File: config.mk
export PLATFORM = sky130hd
export DESIGN_NAME = read_src_fsm
export DESIGN_NICKNAME = d
export VERILOG_FILES = /design/src/rtl/read_src_fsm_pkg.sv /design/src/rtl/read_src_fsm_rd_burst_splitter.sv /design/src/rtl/read_src_fsm.sv
export SDC_FILE = /design/constraint.sdc
export NUM_CORES = 1
export LEC_CHECK = 0
export CAP_MARGIN = 20
export CORE_AREA = 2 2 739 741
export DETAILED_ROUTE_END_ITERATION = 12
export DIE_AREA = 0 0 741 743
export HOLD_SLACK_MARGIN = 0.03
export PLACE_DENSITY_LB_ADDON = 0.05
export SLEW_MARGIN = 20
export SYNTH_ARGS = -nofsm -noshare
export SYNTH_HDL_FRONTEND = slang
export SYNTH_SLANG_ARGS = --single-unit
export TNS_END_PERCENT = 1
File: constraint.sdc
create_clock -name clk -period 8.1 [get_ports clk]
set_input_delay 1.62 -clock clk [delete_from_list [all_inputs] [get_ports clk]]
set_output_delay 1.62 -clock clk [all_outputs]
set_load 0.1 [all_outputs]
File: src/rtl/read_src_fsm_pkg.sv
// Shared types and constants for the DMA source-side read engine.
package read_src_fsm_pkg;

   localparam logic [1:0] AXI_BURST_INCR  = 2'b01;

   localparam logic [1:0] AXI_RESP_OKAY   = 2'b00;
   localparam logic [1:0] AXI_RESP_EXOKAY = 2'b01;
   localparam logic [1:0] AXI_RESP_SLVERR = 2'b10;
   localparam logic [1:0] AXI_RESP_DECERR = 2'b11;

   localparam int ST_IDLE_BIT       = 0;
   localparam int ST_ADDR_SETUP_BIT = 1;
   localparam int ST_RD_DATA_BIT    = 2;
   localparam int ST_ERROR_BIT      = 3;

   typedef enum logic [3:0] {
      IDLE       = 4'b0001,
      ADDR_SETUP = 4'b0010,
      RD_DATA    = 4'b0100,
      ERROR      = 4'b1000
   } t_rd_src_state;

   // SLVERR and DECERR both poison the beat; OKAY/EXOKAY are good data.
   function automatic logic resp_is_err(input logic [1:0] resp);
      return !((resp == AXI_RESP_OKAY) || (resp == AXI_RESP_EXOKAY));
   endfunction

endpackage

File: src/rtl/read_src_fsm_rd_burst_splitter.sv
// Splits the remaining transfer into AR bursts of at most MAX_BURST beats
// and precomputes the address/beat count after the current burst.
module rd_burst_splitter #(
   parameter int DATA_W    = 512,
   parameter int MAX_BURST = 64,
   parameter int ADDR_W    = 64,
   parameter int LEN_W     = 32,
   parameter int BC_W      = $clog2(MAX_BURST) + 1
) (
   input  logic [ADDR_W-1:0] cur_addr,
   input  logic [LEN_W-1:0]  beats_left,
   output logic [BC_W-1:0]   burst_beats,
   output logic [ADDR_W-1:0] next_addr,
   output logic [LEN_W-1:0]  next_beats_left
);

   localparam int BEAT_SHIFT = $clog2(DATA_W / 8);

   // burst = min(beats_left, MAX_BURST); address wraps at the ADDR_W boundary
   always_comb begin
      burst_beats     = (beats_left >= LEN_W'(MAX_BURST)) ? BC_W'(MAX_BURST)
                                                          : beats_left[BC_W-1:0];
      next_addr       = cur_addr + (ADDR_W'(burst_beats) << BEAT_SHIFT);
      next_beats_left = beats_left - LEN_W'(burst_beats);
   end

endmodule

File: src/rtl/read_src_fsm.sv
// Source-side read engine of the DMA dispatcher: issues AXI4 read bursts,
// pushes good R data into the shared data FIFO, reports busy/error/done.
module read_src_fsm
   import read_src_fsm_pkg::*;
#(
   parameter int DATA_W    = 512,
   parameter int MAX_BURST = 64,
   parameter int ADDR_W    = 64,
   parameter int LEN_W     = 32
) (
   input  logic                  clk,
   input  logic                  reset_n,
   // descriptor
   input  logic [ADDR_W-1:0]     src_addr,
   input  logic [LEN_W-1:0]      length,
   input  logic                  go,
   // CSR
   input  logic                  reset_dispatcher,
   output logic                  busy,
   output logic                  stopped_on_error,
   output logic                  rd_fsm_done,
   // AXI AR
   output logic                  arvalid,
   input  logic                  arready,
   output logic [ADDR_W-1:0]     araddr,
   output logic [7:0]            arlen,
   output logic [2:0]            arsize,
   output logic [1:0]            arburst,
   output logic [3:0]            arid,
   // AXI R
   input  logic                  rvalid,
   output logic                  rready,
   input  logic [DATA_W-1:0]     rdata,
   input  logic [1:0]            rresp,
   input  logic                  rlast,
   // AXI write channels, unused by a read engine
   output logic                  awvalid,
   output logic [ADDR_W-1:0]     awaddr,
   output logic [7:0]            awlen,
   output logic [2:0]            awsize,
   output logic [1:0]            awburst,
   output logic [3:0]            awid,
   output logic                  wvalid,
   output logic [DATA_W-1:0]     wdata,
   output logic [DATA_W/8-1:0]   wstrb,
   output logic                  wlast,
   output logic                  bready,
   // data FIFO
   output logic                  wr_en,
   output logic [DATA_W-1:0]     wr_data,
   input  logic                  almost_full
);

   localparam int BC_W = $clog2(MAX_BURST) + 1;

   t_rd_src_state     state_q, state_d;
   logic [ADDR_W-1:0] cur_addr_q, next_addr;
   logic [LEN_W-1:0]  beats_left_q, next_beats_left;
   logic [BC_W-1:0]   beat_cnt_q, burst_beats;
   logic              err_seen_q, wr_en_q, done_q;
   logic [DATA_W-1:0] wr_data_q;

   logic r_hs, last_exp, beat_err;
   logic ld_desc, zero_done, adv_burst, push, fin, set_err, clr_err;

   rd_burst_splitter #(
      .DATA_W(DATA_W), .MAX_BURST(MAX_BURST), .ADDR_W(ADDR_W), .LEN_W(LEN_W), .BC_W(BC_W)
   ) u_split (
      .cur_addr        (cur_addr_q),
      .beats_left      (beats_left_q),
      .burst_beats     (burst_beats),
      .next_addr       (next_addr),
      .next_beats_left (next_beats_left)
   );

   // Outputs decoded straight from state so async reset clears them at once
   assign busy             = state_q[ST_ADDR_SETUP_BIT] | state_q[ST_RD_DATA_BIT];
   assign stopped_on_error = state_q[ST_ERROR_BIT];
   assign arvalid          = state_q[ST_ADDR_SETUP_BIT];
   assign araddr           = cur_addr_q;
   assign arlen            = 8'(burst_beats) - 8'd1;
   assign arsize           = 3'($clog2(DATA_W / 8));
   assign arburst          = AXI_BURST_INCR;
   assign arid             = '0;
   assign rready           = state_q[ST_RD_DATA_BIT] & ~almost_full;

   assign awvalid = 1'b0;
   assign awaddr  = '0;
   assign awlen   = '0;
   assign awsize  = '0;
   assign awburst = '0;
   assign awid    = '0;
   assign wvalid  = 1'b0;
   assign wdata   = '0;
   assign wstrb   = '0;
   assign wlast   = 1'b0;
   assign bready  = 1'b1;

   assign wr_en       = wr_en_q;
   assign wr_data     = wr_data_q;
   assign rd_fsm_done = done_q;

   // A beat is bad if the burst is already poisoned, its resp is an error,
   // or rlast disagrees with the expected burst position.
   assign r_hs     = rvalid & rready;
   assign last_exp = (beat_cnt_q == burst_beats - BC_W'(1));
   assign beat_err = err_seen_q | resp_is_err(rresp) | (rlast != last_exp);

   // State register
   always_ff @(posedge clk or negedge reset_n) begin
      if (!reset_n) state_q <= IDLE;
      else          state_q <= state_d;
   end

   // Next-state and datapath control strobes
   always_comb begin
      state_d   = state_q;
      ld_desc   = 1'b0;
      zero_done = 1'b0;
      adv_burst = 1'b0;
      push      = 1'b0;
      fin       = 1'b0;
      set_err   = 1'b0;
      clr_err   = 1'b0;
      unique case (state_q)
         IDLE: if (go) begin
            ld_desc = 1'b1;
            if (length == '0) zero_done = 1'b1;
            else              state_d   = ADDR_SETUP;
         end
         ADDR_SETUP: if (arready) state_d = RD_DATA;
         RD_DATA: if (r_hs) begin
            push    = ~beat_err;
            set_err = beat_err;
            if (rlast && !last_exp) begin
               state_d = ERROR;           // early rlast: stop right away
            end else if (last_exp) begin
               if (beat_err) begin
                  state_d = ERROR;
               end else begin
                  adv_burst = 1'b1;
                  if (next_beats_left == '0) begin
                     state_d = IDLE;
                     fin     = 1'b1;
                  end else begin
                     state_d = ADDR_SETUP;
                  end
               end
            end
         end
         ERROR: if (reset_dispatcher) begin
            state_d = IDLE;
            clr_err = 1'b1;
         end
         default: state_d = IDLE;
      endcase
   end

   // Address/length tracking, beat counter, error flag and registered FIFO push
   always_ff @(posedge clk or negedge reset_n) begin
      if (!reset_n) begin
         cur_addr_q   <= '0;
         beats_left_q <= '0;
         beat_cnt_q   <= '0;
         err_seen_q   <= 1'b0;
         wr_en_q      <= 1'b0;
         wr_data_q    <= '0;
         done_q       <= 1'b0;
      end else begin
         wr_en_q <= push;
         done_q  <= fin | zero_done;
         if (push) wr_data_q <= rdata;
         if (ld_desc) begin
            cur_addr_q   <= src_addr;
            beats_left_q <= length;
         end else if (adv_burst) begin
            cur_addr_q   <= next_addr;
            beats_left_q <= next_beats_left;
         end
         if (state_q[ST_ADDR_SETUP_BIT] && arready) beat_cnt_q <= '0;
         else if (r_hs)                             beat_cnt_q <= beat_cnt_q + BC_W'(1);
         if (set_err)      err_seen_q <= 1'b1;
         else if (clr_err) err_seen_q <= 1'b0;
      end
   end

endmodule
; After elaboration in Yosys (flattened, before gate mapping)
; Cells that the tools add are included.
[word_totals]
reg_bits = 622
in_bits = 618
output_inout_bits = 1260
elab_cells = 88
[op_classes]
n_addsub = 5
order_cmp = 1
eq_ne = 13
n_mux = 41
n_bitwise = 8
reduce_logical = 12
[op_table]
columns = cell, n
row1 = $mux W64, 2
row2 = $add A64 B13 Y64, 1
row3 = $logic_not A32 Y1, 2
row4 = $mux W32, 2
row5 = $ge A32 B7 Y1 const B, 1
row6 = $mux W4, 8
row7 = $sub A32 B7 Y32, 1
row8 = $mux W1, 24
row9 = $mux W7, 3
row10 = $pmux W4 S4, 1
row11 = $ne A2 B2 Y1 const B, 5
row12 = $sub A7 B1 Y8 const B, 1
row13 = $add A7 B1 Y7 const B, 1
row14 = $eq A7 B7 Y1, 1
row15 = $sub A7 B1 Y7 const B, 1
row16 = $reduce_and A6 Y1, 1
row17 = $reduce_bool A2 Y1, 3
row18 = $eq A4 B1 Y1 const B, 1
row19 = $eq A4 B2 Y1 const B, 1
row20 = $eq A4 B3 Y1 const B, 1
row21 = $eq A4 B4 Y1 const B, 1
row22 = $or A1 B1 Y1, 4
row23 = $ne A3 B3 Y1 const B, 1
row24 = $and A1 B1 Y1, 2
row25 = 8 further kinds, 11

; Depth between registers and ports, before layout
[logic_depth]
word_depth = 13
depth_mapped = 25
mapped_depth_nobuf = 18

; Modules after synthesis
; Synthesis repeated with hierarchy kept, for this count alone.
[unflattened]
cells_unflattened = 3966
area_unflattened_um2 = 33149.3
[modules_own_cells]
columns = module, n_inst, cells_per_inst, area_each_um2, seq_area_each_um2
row1 = read_src_fsm, 1, 3646, 30991.0, 15566.2
row2 = rd_burst_splitter, 1, 320, 2158.3, 0.0

; Worst setup path before layout
; No wires, ideal clock.
[synth_timing]
path_kind = reg-to-output
startpoint = register beats_left_q[10]
endpoint = output arlen[4]
t_arrival_ns = 4.755
required_time_ns = 6.480
slack_ns = 1.725
stages_incl_launch_ff = 12
path_cell_list = dfrtp_1 -> nor4_2 -> and4b_1 -> buf_2 -> clkbuf_1 -> and3_1 -> inv_1 -> ha_1 -> buf_2 -> inv_1 -> nor3_1 -> nor3_1
[synth_via]
elab_chain_len = 3
[synth_lines]
columns = item, line
row1 = start: declaration, read_src_fsm.sv:58  ; logic [LEN_W-1:0] beats_left_q, next_beats_left;
row2 = start signal: assignment, read_src_fsm.sv:175  ; beats_left_q <= length;
row3 = start signal: assignment, read_src_fsm.sv:178  ; beats_left_q <= next_beats_left;
row4 = $ge A32 B7 Y1, read_src_fsm_rd_burst_splitter.sv:21  ; burst_beats = (beats_left >= LEN_W'(MAX_BURST)) ? BC_W'(MAX_BURST)
row5 = $mux W7, read_src_fsm_rd_burst_splitter.sv:21
row6 = $sub A7 B1 Y8, read_src_fsm.sv:81  ; assign arlen = 8'(burst_beats) - 8'd1;
row7 = end: declaration, read_src_fsm.sv:26  ; output logic [7:0] arlen,
; No other way between the ends.

; Final worst setup path
[layout_timing]
startpoint = register beats_left_q[27]
endpoint = register cur_addr_q[54], in the netlist araddr[54]
[layout_via]
elab_chain_len = 12
elab_cells_between_ends = 17
cone_classes = add/sub: 2 / order compare: 1 / eq/ne: 2 / mux: 8 / bitwise: 1 / reduce/logical: 3
[layout_lines]
columns = item, line
row1 = $ge A32 B7 Y1 (*), read_src_fsm_rd_burst_splitter.sv:21
row2 = $mux W7 (*), read_src_fsm_rd_burst_splitter.sv:21
row3 = $sub A7 B1 Y7, read_src_fsm.sv:106  ; assign last_exp = (beat_cnt_q == burst_beats - BC_W'(1));
row4 = $eq A7 B7 Y1, read_src_fsm.sv:106
row5 = $ne A1 B1 Y1, read_src_fsm.sv:107  ; assign beat_err = err_seen_q | resp_is_err(rresp) | (rlast != last_exp);
row6 = $or A1 B1 Y1, read_src_fsm.sv:107
row7 = $mux W1, read_src_fsm.sv:138  ; if (beat_err) begin
row8 = $mux W1, read_src_fsm.sv:137  ; end else if (last_exp) begin
row9 = $mux W1, read_src_fsm.sv:135  ; if (rlast && !last_exp) begin
row10 = $mux W1, read_src_fsm.sv:132  ; RD_DATA: if (r_hs) begin
row11 = $mux W1, read_src_fsm.sv:125  ; unique case (state_q)
row12 = $reduce_bool A2 Y1 (no line), --
row13 = end signal: assignment, read_src_fsm.sv:174  ; cur_addr_q <= src_addr;
row14 = end signal: assignment, read_src_fsm.sv:177  ; cur_addr_q <= next_addr;
row15 = end: declaration, read_src_fsm.sv:57  ; logic [ADDR_W-1:0] cur_addr_q, next_addr;
; Mark *: on every way between the ends. The rest lies on a longest branch, timed or not. The select of a mux whose other input is x is not followed.
; A chain may end at the register's enable or synchronous reset.

==> run metrics <==
first-pass GRT wire length=approximately 320000 um; Post-route DRC=0; Sink Count=622; mean area per synthesized cell=11.71 um2; status=completed; GRT Total Usage=0.09033; Area Growth Syn to Fin=70.45%; peak supply drop=191.1 uV; Layout Skew=0.1289 ns; Clock Root Buffer=clkbuf_16; core area=542900 um2; pwr dens=301.6 nW/um2; worst hold path depth=2; Die X=741 um; Pre-antenna DRT Iters=5; Slew @ Worst Pin=1.207 ns; Longest Clk Path Bufs=4; most common cell after layout, fill and taps aside=clkdlybuf4s50_1; Post-synth top flop=dfrtp_1; Lkg Pwr=between 20 and 25 nW; # rows=between 200 and 300; GPL Wtd Cong=0.7304; vias per cell=2.208; CP arrival=7.11 ns; sequential share of the synthesized area=0.4935; fillcell total=62310; initial antenna violation count=251; starting density of the core=0.05811; number of global-route vias before repair=approximately 26000; PortBufs=~1200; most frequent cells in the layout=clkdlybuf4s50_1, conb_1, dfrtp_1; crit path kind=flop to flop; chip height=743 um; unrepaired setup endpoints after global routing=false; Post-Syn Instances=2693; crit end category=flop; Slew HR=0.1927; DR vias=approximately 25000; Worst R2R Path Depth=20; layout cells sized above 1=0.2361; number of synthesized flops with an enable pin=0; cts hold-fix bufs=0; MaxCap Viol Count=0; Setup-failing EPs final=0; Yosys reg bits=622; clock transition at the registers of the reported paths=about 0.050 ns; H-tree depth=3; fmax=between 0.15 and 0.2 GHz; CTS tree=done; post-DP HPWL=about 210000 um; GRT Residual Overflow=0; Final Util=0.09905; Critical Path Source Type=flop; Slew Viols, Final=0; HP Class=flop to flop; CP Max Fanout=23; DP Area=49910 um2; register area=15570 um2; largest net degree at the start of global routing=105; Setup TNS Final=0 ns; worst path required time=8.81 ns; Final Hold Vio Count=0; clk_lat worst skew=~0.92 ns; post_cts resized=0; DIE AREA=between 500000 and 600000 um2; Yosys warning total=0; synth unique cells=79; post-CTS setup buffer count=0; Avg WL per Cell=around 23 um; Multi-input gate area=12900 um2; Mapped Area=31550 um2; I/O pin total=1878; Routed Antenna Nets=0; Starting DRT DRC Count=between 900 and 1000; Final Cycle Share=0.7898; fin nets=4583; routed wire length=259100 um; Synth async-reset ratio=1.000; Num CTS Buffers=roughly 110; min cycle time layout=6.398 ns; Hold WS=0.4771 ns; Design Area, Final=53770 um2
[synthesized netlist by cell type (all sizes together), types with 13 or more instances]
cell type / number / area share
buf: 692 / 0.16
and3: 20 / 0.0040
o31ai: 24 / 0.0057
xnor2: 13 / 0.0036
or3: 17 / 0.0035
a21oi: 24 / 0.0038
nand4: 17 / 0.0038
nor3: 38 / 0.0062
o21ai: 41 / 0.0065
dfrtp: 621 / 0.49
nand3: 34 / 0.0056
clkbuf: 96 / 0.011
mux2i: 29 / 0.0092
mux2: 514 / 0.18
nor4: 30 / 0.0070
a31oi: 40 / 0.0079
nand2: 99 / 0.012
or4: 22 / 0.0052
inv: 35 / 0.0042
nor2: 110 / 0.013
[sequential cells by signal, indices dropped and copies added, names as in the netlist]
name,cells
wr_data,512
araddr,64
beats_left_q,32
beat_cnt_q,7
state_q,4
err_seen_q,1
rd_fsm_done,1
wr_en,1
[final timing paths]
check	startpoint	endpoint	slack (ns)
min in group asynchronous	reset_n	wr_data[385]	0.68
worst max-delay path	beats_left_q[27]	araddr[54]	1.70
worst max register to register	beats_left_q[27]	araddr[54]	1.70
max in group asynchronous	reset_n	araddr[28]	5.36
worst min-delay path	araddr[5]	araddr[5]	0.48
worst min register to register	araddr[5]	araddr[5]	0.48
[kinds of logic (layout without fill, tap and decap cells)]
group                    Yosys count  in the layout  share of synthesized area
buffers and inverters            823           1501                     0.1793
AO/OA/AOI/OAI                    233            233                    0.05144
multiplexers                     543            543                     0.1927
adder cells (fa/ha/maj)           13             13                   0.005394
XOR/XNOR                          25             25                   0.006941
AND/OR/NAND/NOR                  432            432                    0.07056
other                              2            721                  0.0002381
flip-flops                       622            622                     0.4935
[worst max-delay path: stages, from the launching register on]
cell	delay, ns
dfrtp_1	0.46
nor4_2	0.66
and4_1	0.30
buf_4	0.23
and3_1	0.26
inv_1	0.08
ha_1	0.37
xnor2_1	0.21
and4_1	0.22
nor4_1	0.23
buf_4	0.18
and3_1	0.17
nand2_1	0.19
ha_1	0.35
or3_1	0.43
nor4_2	0.17
buf_4	0.25
nand2_1	0.14
or3_4	0.55
or4_1	0.59
a31oi_1	0.18
[where the power goes]
group	leakage, nW	total (mW)	switching, mW	internal (mW)
registers	8.40	4.14	0.577	3.56
clock network	1.87	5.18	2.13	3.05
logic	11.7	6.90	5.50	1.39
total	22.0	16.2	8.21	8.01
[final cells by class]
| cell class | count | share of cell area |
|---|---|---|
| sequential | 622 | 0.2895 |
| multi-input combinational | 1917 | 0.2400 |
| timing repair buffer | 1262 | 0.2272 |
| tap | 7234 | 0.1683 |
| clock buffer | 178 | 0.06406 |
| clock inverter | 26 | 0.006143 |
| inverter | 35 | 0.002443 |
| antenna | 50 | 0.002327 |
[layer usage]
| layer | global-route usage | share of wire | vias up |
|---|---|---|---|
| li1 | - | - | 10670 |
| met4 | 0.01600 | 0.022 | 210 |
| met5 | 0 | 0.0052 | - |
| met1 | 0.08039 | 0.31 | 12130 |
| met3 | 0.06137 | 0.14 | 500 |
| met2 | 0.1685 | 0.52 | 1488 |
[stage by stage]
stage	power [mW]	cells	worst slack, ns
floorplan	9.214	3362	1.725
global placement	11.33	11070	1.472
detailed placement	11.29	11070	1.505
CTS	16.85	11270	1.466
global route	17.10	11280	1.033
finish	16.22	11320	1.702
Power figures use the tool's default switching activity.
